## config.mk

```make
export PLATFORM = sky130hd
export DESIGN_NAME = div_param_seq_flat
export DESIGN_NICKNAME = d
export VERILOG_FILES = /design/src/rtl/div_param_seq_if.sv /design/src/rtl/div_param_seq.sv /design/src/flat_wrapper.sv
export SDC_FILE = /design/constraint.sdc
export NUM_CORES = 1
export LEC_CHECK = 0
export CAP_MARGIN = 20
export CELL_PAD_IN_SITES_DETAIL_PLACEMENT = 0
export CELL_PAD_IN_SITES_GLOBAL_PLACEMENT = 1
export CORE_UTILIZATION = 39
export CTS_CLUSTER_SIZE = 30
export DETAILED_ROUTE_END_ITERATION = 8
export PLACE_DENSITY_LB_ADDON = 0.25
export SETUP_SLACK_MARGIN = 0.3
export SYNTH_ARGS = -nofsm -noshare
export SYNTH_HDL_FRONTEND = slang
export SYNTH_SLANG_ARGS = --single-unit
```

## constraint.sdc

```tcl
create_clock -name clk -period 5.1 [get_ports clk]
set_input_delay 0.765 -clock clk [delete_from_list [all_inputs] [get_ports clk]]
set_output_delay 0.765 -clock clk [all_outputs]
set_load 0.01 [all_outputs]
```

## src/rtl/div_param_seq_if.sv

```systemverilog
// Start/busy/valid handshake bundle for div_param_seq.
// master: the requester driving operands; slave: the divider.
interface div_param_seq_if #(
    parameter int WIDTH = 10
);
    logic             start;
    logic [WIDTH-1:0] A;
    logic [WIDTH-1:0] B;
    logic [WIDTH-1:0] Q;
    logic [WIDTH-1:0] R;
    logic             busy;
    logic             valid;
    logic             ov;
    logic             dvz;

    modport master (
        output start, A, B,
        input  Q, R, busy, valid, ov, dvz
    );

    modport slave (
        input  start, A, B,
        output Q, R, busy, valid, ov, dvz
    );
endinterface

```

## src/rtl/div_param_seq.sv

```systemverilog
// div_param_seq: sequential restoring fixed-point divider.
//   Q = floor(A * 2^FRAC / B), R = (A * 2^FRAC) mod B, one quotient bit per clock.
//   The interface instance must use the same WIDTH as this module.
// Optional feature macro: DIV_SIGNED_EN (two's-complement operands, extra SIGN state).
module div_param_seq #(
    parameter int WIDTH = 10,
    parameter int FRAC  = 5
) (
    input  logic             clk,
    input  logic             rst,
    div_param_seq_if.slave   bus
);
    localparam int N  = WIDTH + FRAC;
    localparam int CW = $clog2(N + 1);

    typedef enum logic [1:0] {
        IDLE = 2'd0,
        RUN  = 2'd1,
        SIGN = 2'd2,
        DONE = 2'd3
    } state_t;

    state_t           state;
    state_t           state_nx;
    logic [CW-1:0]    cnt;

    // Working registers (not reset: only meaningful between start and DONE)
    logic [N-1:0]     dvd;
    logic [N-1:0]     quo;
    logic [WIDTH:0]   rem;
    logic [WIDTH-1:0] b_lat;
    logic [WIDTH-1:0] a_raw;

    logic [WIDTH:0]   trial;
    logic [WIDTH:0]   diff;
    logic             take;

`ifdef DIV_SIGNED_EN
    localparam logic [N-1:0] HALF = N'(1) << (WIDTH - 1);

    logic             sa;
    logic             sb;
    logic [WIDTH-1:0] res_q;
    logic [WIDTH-1:0] res_r;
    logic             res_ov;

    // WIDTH+1-bit magnitude so that -2^(WIDTH-1) is representable
    function automatic logic [WIDTH:0] mag(input logic signed [WIDTH-1:0] v);
        logic signed [WIDTH:0] ext;
        ext = v;
        return ext[WIDTH] ? -ext : ext;
    endfunction

    // Signed range check on the full N-bit quotient magnitude
    function automatic logic signed_ov(input logic [N-1:0] qm, input logic neg);
        return neg ? (qm > HALF) : (qm >= HALF);
    endfunction
`else
    // Unsigned overflow: any bit above the WIDTH-bit result is set
    function automatic logic unsigned_ov(input logic [N-1:0] qm);
        return (qm >> WIDTH) != '0;
    endfunction
`endif

    // One restoring step: shift the next dividend bit in, subtract if it fits
    always_comb begin
        trial = {WIDTH'(rem), dvd[N-1]};
        diff  = trial - {1'b0, b_lat};
        take  = (trial >= {1'b0, b_lat});
    end

    // State register
    always_ff @(posedge clk or posedge rst) begin
        if (rst) begin
            state <= IDLE;
        end else begin
            state <= state_nx;
        end
    end

    // Next-state decode
    always_comb begin
        state_nx = state;
        case (state)
            IDLE: begin
                if (bus.start) begin
                    state_nx = (bus.B != '0) ? RUN : DONE;
                end
            end
            RUN: begin
                if (cnt == CW'(1)) begin
`ifdef DIV_SIGNED_EN
                    state_nx = SIGN;
`else
                    state_nx = DONE;
`endif
                end
            end
`ifdef DIV_SIGNED_EN
            SIGN:    state_nx = DONE;
`endif
            DONE:    state_nx = IDLE;
            default: state_nx = IDLE;
        endcase
    end

    // Iteration counter, handshake flags and registered results
    always_ff @(posedge clk or posedge rst) begin
        if (rst) begin
            cnt       <= '0;
            bus.busy  <= 1'b0;
            bus.valid <= 1'b0;
            bus.Q     <= '0;
            bus.R     <= '0;
            bus.ov    <= 1'b0;
            bus.dvz   <= 1'b0;
        end else begin
            bus.busy  <= (state_nx != IDLE);
            bus.valid <= (state == DONE);
            case (state)
                IDLE: begin
                    if (bus.start) begin
                        cnt <= (bus.B != '0) ? CW'(N) : '0;
                    end
                end
                RUN: cnt <= cnt - CW'(1);
                DONE: begin
                    if (b_lat == '0) begin
                        bus.Q   <= '1;
                        bus.R   <= a_raw;
                        bus.ov  <= 1'b0;
                        bus.dvz <= 1'b1;
                    end else begin
`ifdef DIV_SIGNED_EN
                        bus.Q   <= res_q;
                        bus.R   <= res_r;
                        bus.ov  <= res_ov;
`else
                        bus.Q   <= WIDTH'(quo);
                        bus.R   <= WIDTH'(rem);
                        bus.ov  <= unsigned_ov(quo);
`endif
                        bus.dvz <= 1'b0;
                    end
                end
                default: ;
            endcase
        end
    end

    // Operand latch, restoring iterations and sign fix-up
    always_ff @(posedge clk) begin
        case (state)
            IDLE: begin
                if (bus.start) begin
                    a_raw <= bus.A;
`ifdef DIV_SIGNED_EN
                    sa    <= bus.A[WIDTH-1];
                    sb    <= bus.B[WIDTH-1];
                    dvd   <= N'(mag(bus.A)) << FRAC;
                    b_lat <= WIDTH'(mag(bus.B));
`else
                    dvd   <= N'(bus.A) << FRAC;
                    b_lat <= bus.B;
`endif
                    rem   <= '0;
                    quo   <= '0;
                end
            end
            RUN: begin
                rem <= take ? diff : trial;
                quo <= {quo[N-2:0], take};
                dvd <= dvd << 1;
            end
`ifdef DIV_SIGNED_EN
            SIGN: begin
                res_q  <= (sa ^ sb) ? WIDTH'(-quo) : WIDTH'(quo);
                res_r  <= sa ? WIDTH'(-rem) : WIDTH'(rem);
                res_ov <= signed_ov(quo, sa ^ sb);
            end
`endif
            default: ;
        endcase
    end

endmodule
```

## src/flat_wrapper.sv

```systemverilog
// flat-port wrapper written by rule: the top's interface ports become plain ports
module div_param_seq_flat 
#(
    parameter int WIDTH = 10,
    parameter int FRAC  = 5
)
  (clk, rst, bus_start, bus_A, bus_B, bus_Q, bus_R, bus_busy, bus_valid, bus_ov, bus_dvz);
  div_param_seq_if #(.WIDTH(WIDTH)) bus_i ();
  input  logic clk;
  input  logic rst;
  input wire logic [$bits(bus_i.start)-1:0] bus_start;
  input wire logic [$bits(bus_i.A)-1:0] bus_A;
  input wire logic [$bits(bus_i.B)-1:0] bus_B;
  output wire logic [$bits(bus_i.Q)-1:0] bus_Q;
  output wire logic [$bits(bus_i.R)-1:0] bus_R;
  output wire logic [$bits(bus_i.busy)-1:0] bus_busy;
  output wire logic [$bits(bus_i.valid)-1:0] bus_valid;
  output wire logic [$bits(bus_i.ov)-1:0] bus_ov;
  output wire logic [$bits(bus_i.dvz)-1:0] bus_dvz;
  assign bus_i.start = bus_start;
  assign bus_i.A = bus_A;
  assign bus_i.B = bus_B;
  assign bus_Q = bus_i.Q;
  assign bus_R = bus_i.R;
  assign bus_busy = bus_i.busy;
  assign bus_valid = bus_i.valid;
  assign bus_ov = bus_i.ov;
  assign bus_dvz = bus_i.dvz;
  div_param_seq #(.WIDTH(WIDTH), .FRAC(FRAC)) u_core (.clk(clk), .rst(rst), .bus(bus_i));
endmodule
```

# Word level (Yosys, flattened, before mapping)
# Index checks and enable logic that the tools add are counted.
[word_totals]
register_bits = 90
out_inout_bits = 24
[classes]
n_addsub = 2
magnitude_cmp = 1
n_eq_ne = 4
mux = 18
reduce_logical = 8
[op_table]
columns = ["op", "count"]
rows = [
  ["15-bit one-hot mux with 2 select lines", 2],
  ["10-bit two-way mux", 4],
  ["15-bit two-way mux", 2],
  ["10-bit one-hot mux with 2 select lines", 1],
  ["15-bit nonzero test", 1],
  ["11-bit by 10-bit >= comparator with 1-bit output", 1],
  ["10-bit zero test", 1],
  ["10-bit nonzero test", 1],
  ["10-bit subtractor", 1],
  ["4-bit two-way mux", 2],
  ["4-bit one-hot mux with 2 select lines", 1],
  ["2-bit two-way mux", 3],
  ["4-bit by 1-bit equality test with 1-bit output, second input constant", 1],
  ["2-bit one-hot mux with 2 select lines", 1],
  ["2-bit AND reduction", 2],
  ["2-bit nonzero test", 2],
  ["4-bit by 1-bit subtractor with 4-bit output, second input constant", 1],
  ["2-bit by 1-bit equality test with 1-bit output, second input constant", 1],
  ["2-bit equality test, second input constant", 1],
  ["2-bit zero test", 1],
  ["1-bit two-way mux", 2],
  ["2-bit inequality test, second input constant", 1],
]

# Longest topological paths before layout
[depth]
ltp_word = 5
mapped_depth = 9
depth_no_buf = 9

# Least setup slack after synthesis
# OpenSTA, ideal clock, no wires.
[synth_path]
path_type = "input to register"
from = "input bus_start"
to = "register u_core.cnt[0]"
setup_time_ns = 0.099
arrival_time_ns = 2.839
required_ns = 5.001
setup_slack_ns = 2.162
stages = 3
path_buffers = 0
cell_sequence = "nor3b_1 > nand2_1 > o211ai_1"
[synth_between]
elab_chain_cells = 2
[synth_rtl]
columns = ["element", "line", "source"]
rows = [
  ["from (decl)", "flat_wrapper.sv:11", "input wire logic [$bits(bus_i.start)-1:0] bus_start;"],
  ["2-bit inequality test (no line)", "--", ""],
  ["2-bit AND reduction (no line)", "--", ""],
  ["to (signal assigned)", "div_param_seq.sv:123", "cnt <= (bus.B != '0) ? CW'(N) : '0;"],
  ["to (signal assigned)", "div_param_seq.sv:126", "RUN: cnt <= cnt - CW'(1);"],
  ["to (decl)", "div_param_seq.sv:25", "logic [CW-1:0] cnt;"],
]
# Every way passes these cells.
# A chain may end at the register's enable or synchronous reset.

# Worst setup path in the final report
[layout_path]
from = "register u_core.dvd[14]"
to = "register u_core.rem[8], data pin"
[layout_between]
elab_chain_cells = 3
word_cells_on_any_way = 4
[layout_rtl]
columns = ["element", "line", "source"]
rows = [
  ["from (decl)", "div_param_seq.sv:28", "logic [N-1:0] dvd;"],
  ["from (signal assigned)", "div_param_seq.sv:163", "dvd <= N'(bus.A) << FRAC;"],
  ["from (signal assigned)", "div_param_seq.sv:173", "dvd <= dvd << 1;"],
  ["10-bit subtractor or 11-bit by 10-bit >= comparator with 1-bit output (tied branches)", "div_param_seq.sv:68, div_param_seq.sv:69", ""],
  ["10-bit two-way mux *", "div_param_seq.sv:171", "rem <= take ? diff : trial;"],
  ["10-bit one-hot mux with 2 select lines *", "div_param_seq.sv:153", "case (state)"],
  ["to (signal assigned)", "div_param_seq.sv:171", ""],
  ["to (decl)", "div_param_seq.sv:30", "logic [WIDTH:0] rem;"],
]
# Every way passes the cells marked *; elsewhere a longest branch is shown, timed or not.

==> impl_metrics.json <==
{
  "cts_buffers": 9,
  "insertion_delay_ns": 0.35,
  "yosys_warnings": 0,
  "pwr-share-clk_pct": 17.5,
  "tightestPinTransition_ns": 0.926,
  "drc": 0,
  "synth.net_count": 401,
  "peakVddDrop_v": 0.000222,
  "grt_pass1_vias": 2787,
  "drtPass1Iterations": 4,
  "crit_path_max_incr_delay_ns": 0.44,
  "p_leak_nw": 1.96,
  "antenna_found_initial": 0,
  "holdBufCountCts": 0,
  "period_needed_ns": 2.44,
  "syn_avg_cell_area_um2": 10.9,
  "worst_ep_arrival_time_ns": 2.50,
  "crit_path_start_kind": "flop",
  "ys_seq_area_share_pct": 60.3,
  "p_comb_share_pct": 41.9,
  "routed_via_density": 5.09,
  "p_switching_mw": 1.13,
  "setup_viol": 0,
  "min_path_type": "reg2reg",
  "ff_latch_area_um2": 2400,
  "grt_overflow": 0,
  "antenna_cells": 0,
  "cts_resized": 0,
  "wire_per_inst_um": 14.9,
  "grt_setup_unrepaired": "false",
  "grt_max_degree": 40,
  "dp_hpwl_um": 5700,
  "required_ns": 5.17,
  "area_delta_synth_final_pct": 21.7,
  "pwr-share-seq_pct": 40.6,
  "h-tree-depth": 3,
  "cts_post_setup_buffers_inserted": 0,
  "die_w_um": 103,
  "fmax_mhz": 410,
  "rows": 36,
  "grt_usage_pct": 17.3,
  "finalInstanceArea_um2": 4850,
  "fin_skew_ns": 0.0130,
  "p_int_mw": 1.98,
  "hold_violations": 0,
  "slowest_stage": "a211oi_1",
  "setup.worst_path.class": "reg2reg",
  "synth_cell_types": 50,
  "dpl_cell_area_um2": 4580,
  "status": "completed",
  "grt_pass1_wl_um": 13700,
  "finalWirelength_um": 8190,
  "drtAntennaViolNets": 0,
  "syn_inst": 365,
  "drtIter0Drc": 162,
  "start_util_pct": 40.6,
  "synth-seq-cells": 85,
  "die_y_um": 103,
  "drive_above_1_share_pct": 6.97,
  "critPathBufInv": 2,
  "clk_pin_slew_ns": 0.09,
  "pin_count": 47,
  "switching_share_pct": 36.2,
  "ys.flop_type": "edfxtp_1",
  "gp_congestion": 0.807,
  "clockBufferDepth": 2,
  "pwr_density_cell_nw_per_um2": 641,
  "nFillCells": 942,
  "core-area_um2": 9820,
  "fin_setup_tns_ns": 0,
  "route.vias.total": 2797,
  "final_cells": 549,
  "end_kind": "flop",
  "synth_area_um2": 3990,
  "async_flop_share_pct": 35.3,
  "cts_sinks": 85,
  "cts_root_buf": "clkbuf_8",
  "final_nets": 447,
  "min_period_over_period_pct": 47.8,
  "dp.cells": 531,
  "cp_max_fo": 3,
  "numPortBuffers": 46,
  "crit_family": "compound AO/OA/AOI/OAI gates",
  "die_area_um2": 10600,
  "crit_chain": "inv_1 > ha_1 > inv_1 > fa_1 > a211oi_1 > o21bai_1 > a31oi_1 > xor2_1 > a211oi_1",
  "multi_input_area_um2": 1470,
  "synth-edff-count": 55,
  "cap_violations": 0,
  "timing.slew.headroom_pct": 38.2,
  "finalMaxSlewViolations": 0,
  "cts_tree": "done"
}
-- worst paths after layout --
path / from / end / slack [ns] / cells after the start
hold / removal: u_core.bus.dvz$_DFFE_PP0P_ / u_core.bus.dvz$_DFFE_PP0P_ / 0.50 / 2
hold reg to reg: u_core.bus.dvz$_DFFE_PP0P_ / u_core.bus.dvz$_DFFE_PP0P_ / 0.50 / 2
setup reg to reg: u_core.dvd[14]$_DFFE_PP_ / u_core.rem[8]$_SDFFCE_PN0P_ / 2.66 / 9
max in group asynchronous: rst / u_core.bus.Q[9]$_DFFE_PP0P_ / 4.01 / 3
setup / recovery: u_core.dvd[14]$_DFFE_PP_ / u_core.rem[8]$_SDFFCE_PN0P_ / 2.66 / 9
min in group asynchronous: rst / u_core.bus.Q[2]$_DFFE_PP0P_ / 0.79 / 3
-- layout by cell type (no fill, tap or decap), types with 2 or more instances in the layout --
master / synthesis / routed
clkbuf_8: 0 / 9
inv_6: 0 / 3
a21o_1: 2 / 2
nor4b_1: 2 / 2
a31oi_1: 11 / 11
nor3_1: 3 / 3
xor2_1: 2 / 2
nand2b_1: 5 / 5
o21ai_1: 2 / 2
a21oi_1: 17 / 17
o221ai_1: 2 / 2
nand3b_1: 3 / 3
dfrtp_1: 30 / 30
and2_1: 16 / 16
clkdlybuf4s50_1: 0 / 46
bufinv_16: 0 / 2
buf_4: 0 / 3
a211oi_1: 9 / 9
edfxtp_1: 55 / 55
ha_1: 12 / 12
or3_1: 2 / 2
nand3_1: 4 / 4
mux2i_1: 6 / 6
nand4_1: 2 / 2
nand2_1: 63 / 63
inv_1: 16 / 16
o211ai_1: 4 / 4
nor4_1: 3 / 3
nor2_1: 44 / 43
o21ai_0: 10 / 10
a21oi_4: 3 / 3
-- layer usage --
metal	vias up	track usage, %	wire [um]
met5	-	0	0
met4	0	7.58	176
met3	13	3.53	332
met2	57	27.3	3800
met1	1339	23.2	3870
li1	1388	-	-
-- metrics by stage --
step           worst slack (ns)  total power [mW]  hold WS, ns  util, %
5_1_grt                    2.44              3.36        0.529     49.4
3_3_place_gp               2.56              2.54        0.464     46.7
3_5_place_dp               2.53              2.57        0.483     46.7
4_1_cts                    2.69              3.12        0.503     49.0
6_report                   2.66              3.11        0.499     49.4
2_1_floorplan              2.16              2.12        0.484        -
-- cell usage after synthesis (2+ instances only) --
library cell,number,area (um2)
a211oi_1,9,67.6
a21o_1,2,15.0
a21oi_1,17,85.1
a21oi_4,3,48.8
a31oi_1,11,68.8
and2_1,16,100
clkbuf_1,13,48.8
dfrtp_1,30,751
edfxtp_1,55,1650
ha_1,12,150
inv_1,16,60.1
mux2i_1,6,60.1
nand2_1,63,236
nand2b_1,5,31.3
nand3_1,4,20.0
nand3b_1,3,22.5
nand4_1,2,12.5
nor2_1,44,165
nor2b_1,2,12.5
nor3_1,3,15.0
nor4_1,3,18.8
nor4b_1,2,17.5
o211ai_1,4,30.0
o21ai_0,10,50.1
o21ai_1,2,10.0
o221ai_1,2,17.5
or3_1,2,12.5
xor2_1,2,17.5
-- state kept, by name, summed over array words and instances, names as in the netlist, 2 cells and up --
name / count
u_core.a_raw: 10
u_core.dvd: 10
u_core.state: 2
u_core.bus.R: 10
u_core.b_lat: 10
u_core.rem: 10
u_core.cnt: 4
u_core.bus.Q: 10
u_core.quo: 15
-- layout make-up --
class | instances | share of cell area, %
flip-flops and latches | 85 | 49.5
multi-input cells | 248 | 30.3
repair buffers | 51 | 10.8
well taps | 133 | 3.43
clock buffers | 9 | 2.55
clock inverters | 7 | 2.12
inverters | 16 | 1.24
-- power groups by stage --
stage	clock network (mW)	logic, mW	registers (mW)
2_1_floorplan	0	0.844	1.27
5_1_grt	0.583	1.47	1.30
4_1_cts	0.556	1.29	1.27
3_5_place_dp	0	1.29	1.28
3_3_place_gp	0	1.27	1.28
6_report	0.545	1.30	1.26
-- logic make-up (layout without fill, tap and decap cells) --
family	count (synthesis)	count (layout)	synth area share [%]
AOI/OAI and AO/OA	69	69	11.8
xor gates and xnor gates	3	3	0.659
adders and majority gates	13	13	4.27
buffers and inverters	32	83	3.23
DFF	85	85	60.3
muxes	6	6	1.51
and+or+nand+nor	157	157	18.3
-- tightest hold or removal path, delay by kind of cell (launching register included) --
family,cells,cell delay (ns)
DFF,1,0.36
and+or+nand+nor,1,0.05
AOI/OAI and AO/OA,1,0.06
Power figures use the tool's default switching activity.
